===== config.mk =====
export PLATFORM = sky130hd
export DESIGN_NAME = pd_stream_scheduler
export DESIGN_NICKNAME = d
export VERILOG_FILES = /design/src/rtl/pd_stream_scheduler.sv
export SDC_FILE = /design/constraint.sdc
export NUM_CORES = 1
export LEC_CHECK = 0
export BUFFER_PORTS_ARGS = -buffer_cell sky130_fd_sc_hd__buf_2
export CAP_MARGIN = 20
export CORE_AREA = 2 2 74 76
export DETAILED_ROUTE_END_ITERATION = 8
export DIE_AREA = 0 0 76 78
export PLACE_DENSITY = 0.72
export SKIP_LAST_GASP = 1
export SYNTH_ARGS = -nofsm -noshare
export SYNTH_HDL_FRONTEND = slang
export SYNTH_SLANG_ARGS = --single-unit

===== constraint.sdc =====
create_clock -name clk -period 1.6 [get_ports clk]
set_input_delay 0.08 -clock clk [delete_from_list [all_inputs] [get_ports clk]]
set_output_delay 0.08 -clock clk [all_outputs]
set_load 0.05 [all_outputs]

===== src/rtl/pd_stream_scheduler.sv =====
// Frame-level round-robin scheduler that time-shares one nibble pattern
// detector among several nibble-stream requesters. After each frame it
// drives one flush nibble so the detector restarts from Idle. It counts the
// detector hits seen during the frame and emits one tagged result record.
module pd_stream_scheduler #(
   parameter int         NUM_CH       = 4,
   parameter int         CH_W         = 2,
   parameter int         CNT_W        = 8,
   parameter logic [3:0] FLUSH_NIBBLE = 4'hF
) (
   input  logic                clk,
   input  logic                reset,
   input  logic [NUM_CH-1:0]   ch_valid,
   input  logic [4*NUM_CH-1:0] ch_data,
   input  logic [NUM_CH-1:0]   ch_last,
   output logic [NUM_CH-1:0]   ch_ready,
   output logic                pd_enable,
   output logic [3:0]          pd_din,
   input  logic                pd_pattern1,
   input  logic                pd_pattern2,
   output logic                res_valid,
   output logic [CH_W-1:0]     res_ch,
   output logic [CNT_W-1:0]    res_p1_count,
   output logic [CNT_W-1:0]    res_p2_count,
   output logic                busy
);

   typedef enum logic [1:0] {
      IDLE,
      STREAM,
      FLUSH,
      REPORT
   } stateT;

   localparam logic [CNT_W-1:0] CNT_MAX = '1;

   stateT            state_q, state_d;
   logic [CH_W-1:0]  grant_q, grant_d;
   logic [CH_W-1:0]  rrPtr_q, rrPtr_d;
   logic             samplePending_q, samplePending_d;
   logic [CNT_W-1:0] p1Count_q, p1Count_d;
   logic [CNT_W-1:0] p2Count_q, p2Count_d;
   logic             resValid_q, resValid_d;
   logic [CH_W-1:0]  resCh_q, resCh_d;
   logic [CNT_W-1:0] resP1_q, resP1_d;
   logic [CNT_W-1:0] resP2_q, resP2_d;

   logic [3:0]       chNibble [NUM_CH];
   logic             scanFound;
   logic [CH_W-1:0]  scanIdx;
   logic [CH_W-1:0]  scanPos;
   logic             accept;

   // Split the packed data bus into one nibble per channel so the granted
   // channel can be selected with a plain array index.
   for (genvar g = 0; g < NUM_CH; g++) begin : gNibble
      assign chNibble[g] = ch_data[4*g +: 4];
   end

   // Round-robin search: walk the channels starting at the pointer, wrapping
   // at NUM_CH, and remember the first one that has a nibble waiting.
   always_comb begin
      scanFound = 1'b0;
      scanIdx   = '0;
      scanPos   = '0;
      for (int i = 0; i < NUM_CH; i++) begin
         scanPos = CH_W'((int'(rrPtr_q) + i) % NUM_CH);
         if (!scanFound && ch_valid[scanPos]) begin
            scanFound = 1'b1;
            scanIdx   = scanPos;
         end
      end
   end

   // Next-state and output decode. The detector only advances on cycles we
   // enable it, and a hit is only counted on the cycle right after a nibble
   // was handed over, so a match that lingers during a valid gap is not
   // counted again.
   always_comb begin
      state_d         = state_q;
      grant_d         = grant_q;
      rrPtr_d         = rrPtr_q;
      samplePending_d = 1'b0;
      p1Count_d       = p1Count_q;
      p2Count_d       = p2Count_q;
      resValid_d      = 1'b0;
      resCh_d         = resCh_q;
      resP1_d         = resP1_q;
      resP2_d         = resP2_q;
      ch_ready        = '0;
      pd_enable       = 1'b0;
      pd_din          = 4'h0;
      accept          = 1'b0;

      case (state_q)
         IDLE: begin
            if (scanFound) begin
               grant_d   = scanIdx;
               p1Count_d = '0;
               p2Count_d = '0;
               state_d   = STREAM;
            end
         end
         STREAM: begin
            ch_ready[grant_q] = 1'b1;
            pd_din            = chNibble[grant_q];
            pd_enable         = ch_valid[grant_q];
            accept            = ch_valid[grant_q];
            samplePending_d   = accept;
            if (accept && ch_last[grant_q]) begin
               state_d = FLUSH;
            end
         end
         FLUSH: begin
            pd_enable = 1'b1;
            pd_din    = FLUSH_NIBBLE;
            state_d   = REPORT;
         end
         REPORT: begin
            resValid_d = 1'b1;
            resCh_d    = grant_q;
            resP1_d    = p1Count_q;
            resP2_d    = p2Count_q;
            rrPtr_d    = (int'(grant_q) == NUM_CH - 1) ? '0 : grant_q + 1'b1;
            state_d    = IDLE;
         end
         default: begin
            state_d = IDLE;
         end
      endcase

      if ((state_q == STREAM || state_q == FLUSH) && samplePending_q) begin
         if (pd_pattern1 && p1Count_q != CNT_MAX) begin
            p1Count_d = p1Count_q + 1'b1;
         end
         if (pd_pattern2 && p2Count_q != CNT_MAX) begin
            p2Count_d = p2Count_q + 1'b1;
         end
      end
   end

   // State and datapath registers; reset drops any in-flight frame silently.
   always_ff @(posedge clk or posedge reset) begin
      if (reset) begin
         state_q         <= IDLE;
         grant_q         <= '0;
         rrPtr_q         <= '0;
         samplePending_q <= 1'b0;
         p1Count_q       <= '0;
         p2Count_q       <= '0;
         resValid_q      <= 1'b0;
         resCh_q         <= '0;
         resP1_q         <= '0;
         resP2_q         <= '0;
      end else begin
         state_q         <= state_d;
         grant_q         <= grant_d;
         rrPtr_q         <= rrPtr_d;
         samplePending_q <= samplePending_d;
         p1Count_q       <= p1Count_d;
         p2Count_q       <= p2Count_d;
         resValid_q      <= resValid_d;
         resCh_q         <= resCh_d;
         resP1_q         <= resP1_d;
         resP2_q         <= resP2_d;
      end
   end

   assign res_valid    = resValid_q;
   assign res_ch       = resCh_q;
   assign res_p1_count = resP1_q;
   assign res_p2_count = resP2_q;
   assign busy         = (state_q != IDLE);

endmodule


# --- Yosys cells after proc, flatten, opt, wreduce, memory -nomap -nowiden ---
# Cells that the tools add are included.
# W data, S select, Z words.
totals:
  in_bits: 28
  regBits: 42
  out_inout_bits: 29
classes:
  reduce_logical: 16
  addsub: 6
  n_bitwise: 1
  muxes: 42
  n_eq_ne: 8
  n_lt_le_gt_ge: 7
op_table:
  columns: ["operator", "n"]
  rows:
  - ["$mux W8", 8]
  - ["$add A8 B1 Y8 const B", 2]
  - ["$ne A8 B8 Y1 const B", 2]
  - ["$lt A2 B3 Y1 const B", 5]
  - ["$mux W2", 7]
  - ["$mux W1", 13]
  - ["$bmux W1 S2", 6]
  - ["$mux W4", 3]
  - ["$bmux W4 S2", 1]
  - ["$logic_and A1 B1 Y1", 8]
  - ["$pmux W2 S4", 1]
  - ["$pmux W4 S2", 1]
  - ["$add A2 B1 Y2 const B", 2]
  - ["$add A2 B2 Y2 const B", 2]
  - ["$eq A2 B1 Y1 const B", 2]
  - ["$eq A2 B2 Y1 const B", 2]
  - ["$ne A2 B2 Y1 const B", 2]
  - ["$reduce_and A2 Y1", 2]
  - ["$ge A3 B3 Y1 const B", 1]
  - ["$logic_not A1 Y1", 3]
  - ["$not A2 Y3", 1]
  - ["$demux W1 S2", 1]
  - ["$ge A2 B1 Y1 const B", 1]
  - ["$logic_not A2 Y1", 1]
  - ["3 further kinds", 3]

# --- Longest topological paths before layout ---
logic_depth:
  depth_word: 16
  depth_mapped: 7

# --- Worst setup path before layout ---
# Ideal clock, no wire load.
synth_path:
  kind: "reg-to-output"
  start: "register state_q[1]"
  end: "output port pd_din[0]"
  n_path_buf: 1
  stages_incl_launch_ff: 6
  required_time_ns: 1.520
  t_arrival_ns: 1.654
  setup_slack_ns: -0.134
  cell_sequence: "dfrtp_1 > inv_1 > ha_1 > clkbuf_1 > a21oi_1 > nor2b_1"
synth_between:
  elab_chain_cells: 2
synth_lines:
  columns: ["item", "line", "text"]
  rows:
  - ["start, declared", "37", "stateT state_q, state_d;"]
  - ["start signal, assigned", "156", "state_q <= state_d;"]
  - ["$eq A2 B2 Y1 / $eq A2 B1 Y1 (equally long branches)", "95", "case (state_q)"]
  - ["$pmux W4 S2 (*)", "95", null]
  - ["end, declared", "18", "output logic [3:0] pd_din,"]
# Every way passes the cells marked *; elsewhere a longest branch is shown, timed or not.

# --- Worst setup path in the final report ---
layout_path:
  start: "register grant_q[0]"
  end: "output port pd_enable"
layout_between:
  elab_chain_cells: 3
layout_lines:
  columns: ["item", "line", "text"]
  rows:
  - ["start, declared", "38", "logic [CH_W-1:0] grant_q, grant_d;"]
  - ["start signal, assigned", "157", "grant_q <= grant_d;"]
  - ["$bmux W1 S2", "107", "pd_enable = ch_valid[grant_q];"]
  - ["$mux W1 (implied by the code)", "107", null]
  - ["$pmux W1 S2", "95", null]
  - ["end, declared", "17", "output logic pd_enable,"]
# No other way between the ends. The select of a mux whose other input is x is not followed.

==> metrics.txt <==
worst hold stages=3; critical path startpoint category=flip-flop; # setup viols final=13; clk sinks=42; pre-CTS WS=-0.04837 ns; RSZ-0062 raised after global routing=true; Layout Area Growth over Synthesis=42.46%; synthesized flop and latch total=between 40 and 50; kind of critical path=reg -> out; grt total ovfl=0; CP max FO=3; fraction of registers with async set or reset after synthesis=100.0%; Max Cap Viol=0; Leakage=approximately 0.0016 µW; post-DP HPWL=3701 µm; Post-Syn Area=2313 µm²; final hold vios=0; initial antenna violation count=0; RePlAce Congestion=approximately 0.82; CTS Buffer Depth=2; antenna viol nets, final=0; minimum clock period=1.810 ns; Total Die Area=slightly below 6000 µm²; CTS tree=yes; Slew @ Worst Pin=roughly 1 ns; Synth area leader=dfrtp_1; Die Height=a little under 80 µm; CP Capture Type=output pin; Placed Area=2943 µm²; critical path required time=between 1.5 and 2 ns; Commonest cells post-synth=42 x dfrtp_1, 21 x mux2_2, 13 x nand3_1, 11 x ha_1, 11 x o21ai_0; Num CTS Buffers=5; area of the core=5042 µm²; Syn Inst Count=203; total number of vias=1932; clk_skew=0.003126 ns; clk slew on worst S/H paths=~0.070 ns; I/O Buffers=56; H-Tree Depth=2; fin area=between 3000 and 4000 µm²; fraction of layout cells with a size suffix above 1=between 50 and 60%; gr usage total=a little under a fifth; R2R cell count=6; prevailing post-synth register cell=dfrtp_1; Mapped Nets=roughly 240; final worst-path cycle share=113.1%; first-pass GRT wire length=approximately 9000 µm; number of global-route vias before repair=about 2.0k; drt initial violations=between 50 and 60; Hold/Removal Path Class=in -> reg; starting density of the core=between 40% and 50%; EDFF count, synth=0; fill count=roughly 380; crit path DAT=roughly 1.7 ns; DRC=0; Diodes inserted=0; Max VDD drop=1091 µV; pin count of the biggest net entering global routing=43; routed wire length=roughly 5200 µm; fmax=around 550 MHz; failing checks=setup timing; # rows=26; top cell type's share of synthesized area=between 40% and 50%; Synth Warn #=0; sequential area share after synthesis=45.43%; count leader, synth=dfrtp_1; I/O pins=57; Max Slew Vio Count=0; die width=roughly 76 µm; Syn Area/Cell=11.40 µm²; DR vias/cell=between 5 and 6; Final nets=341; outcome=finished, violations left; Synth cell types=47; CTS root buf=clkbuf_8; DR WL/cell=about 14 µm; Pre-antenna DRT Iters=4; power per cell area=1628 nW/µm²; Worst-Skew Late Latency=~0.29 ns; Final WS setup=-0.2096 ns; Rel. slew slack=~31%; largest cells by area after synthesis=dfrtp_1 45%, mux2_2 10%, ha_1 5.9%
[area by class of cell]
| class | count | area [µm²] | area share (%) |
|---|---|---|---|
| flip-flops and latches | 42 | 1051 | 31.89 |
| repair buffers | 99 | 715.7 | 21.72 |
| multi-input cells | 144 | 1328 | 40.28 |
| well taps | 70 | 87.58 | 2.658 |
| inverters | 10 | 37.54 | 1.139 |
| clock buffers | 7 | 76.32 | 2.316 |
[kinds of logic after synthesis]
family,Yosys count,share of synthesized area (%)
buffers and inverters,17,3.353
muxes,29,17.79
DFF,42,45.43
and+or+nand+nor,60,13.85
xor gates and xnor gates,4,1.515
AOI/OAI and AO/OA,40,12.11
adders and majority gates,11,5.949
[state kept, by name, summed over array words and instances (netlist names)]
register / cells
res_p2_count: 8
res_p1_count: 8
res_ch: 2
p2Count_q: 8
samplePending_q: 1
grant_q: 2
state_q: 2
res_valid: 1
p1Count_q: 8
rrPtr_q: 2
[final timing paths]
path	slack, ns	from	to
setup / recovery	-0.21	grant_q[0]	pd_enable
hold / removal	0.23	ch_valid[3]	grant_q[1]
setup reg to reg	-0.10	grant_q[0]	state_q[1]
hold reg to reg	0.50	res_p2_count[1]	res_p2_count[1]
max in group asynchronous	0.79	reset	p1Count_q[3]
min in group asynchronous	0.47	reset	res_p1_count[0]
[power by group]
part	switching, µW	internal (µW)
clock	329	300
sequential	128	1230
combinational	1780	1600
total	2240	3130
[critical path: stages (launching register included)]
cell and delay, ns:
dfrtp_1 0.40, mux4_2 0.53, and2_4 0.18, o21a_4 0.19, buf_8 0.14
[what timing repair did]
| item | 4_1_cts | 5_1_grt |
|---|---|---|
| resized for setup | 34 | 27 |
| hold buffers | 1 | 0 |
| gates cloned | 0 | 0 |
| setup endpoints to repair | 16 | 22 |
| buffers inserted | 7 | 4 |
| pin swaps | 9 | 6 |
| hold endpoints to repair | 42 | 0 |
[through the flow]
stage	hold slack (ns)	util (%)	instances	power (µW)	TNS, ns
after floorplan	0.2969	-	203	3338	-0.01573
after global placement	0.2386	58.36	354	4069	-0.04702
after detailed placement	0.2394	58.36	354	4112	-0.2699
after CTS	0.2195	63.00	369	5205	-1.551
after global routing	0.2812	65.36	372	5678	-2.238
final	0.2251	65.36	372	5367	-1.236
[metal layers]
metal / GRT usage, % / up-vias / part of all wire [%]
met1: 22.70 / 953 / 43
met5: 0 / - / 0
met3: 3.605 / 7 / 3.5
li1: - / 936 / -
met4: 5.091 / 0 / 1.0
met2: 34.02 / 36 / 52
[placed cells by master (no fill, tap or decap), types with 3 or more instances in the layout]
cell	synthesis	routed
a21oi_2	0	6
and2_4	0	5
buf_2	2	47
buf_4	1	34
buf_6	1	12
buf_8	0	4
clkbuf_8	0	5
dfrtp_1	42	42
ha_1	11	6
ha_4	0	4
inv_1	10	7
inv_2	0	3
mux2_2	21	20
mux4_2	2	6
nand2_1	10	10
nand3_1	13	10
nand3_2	0	3
nor2_1	9	9
nor2b_2	0	4
o21ai_0	11	8
or3_1	3	3
xor2_1	3	3
Power figures use the tool's default switching activity.
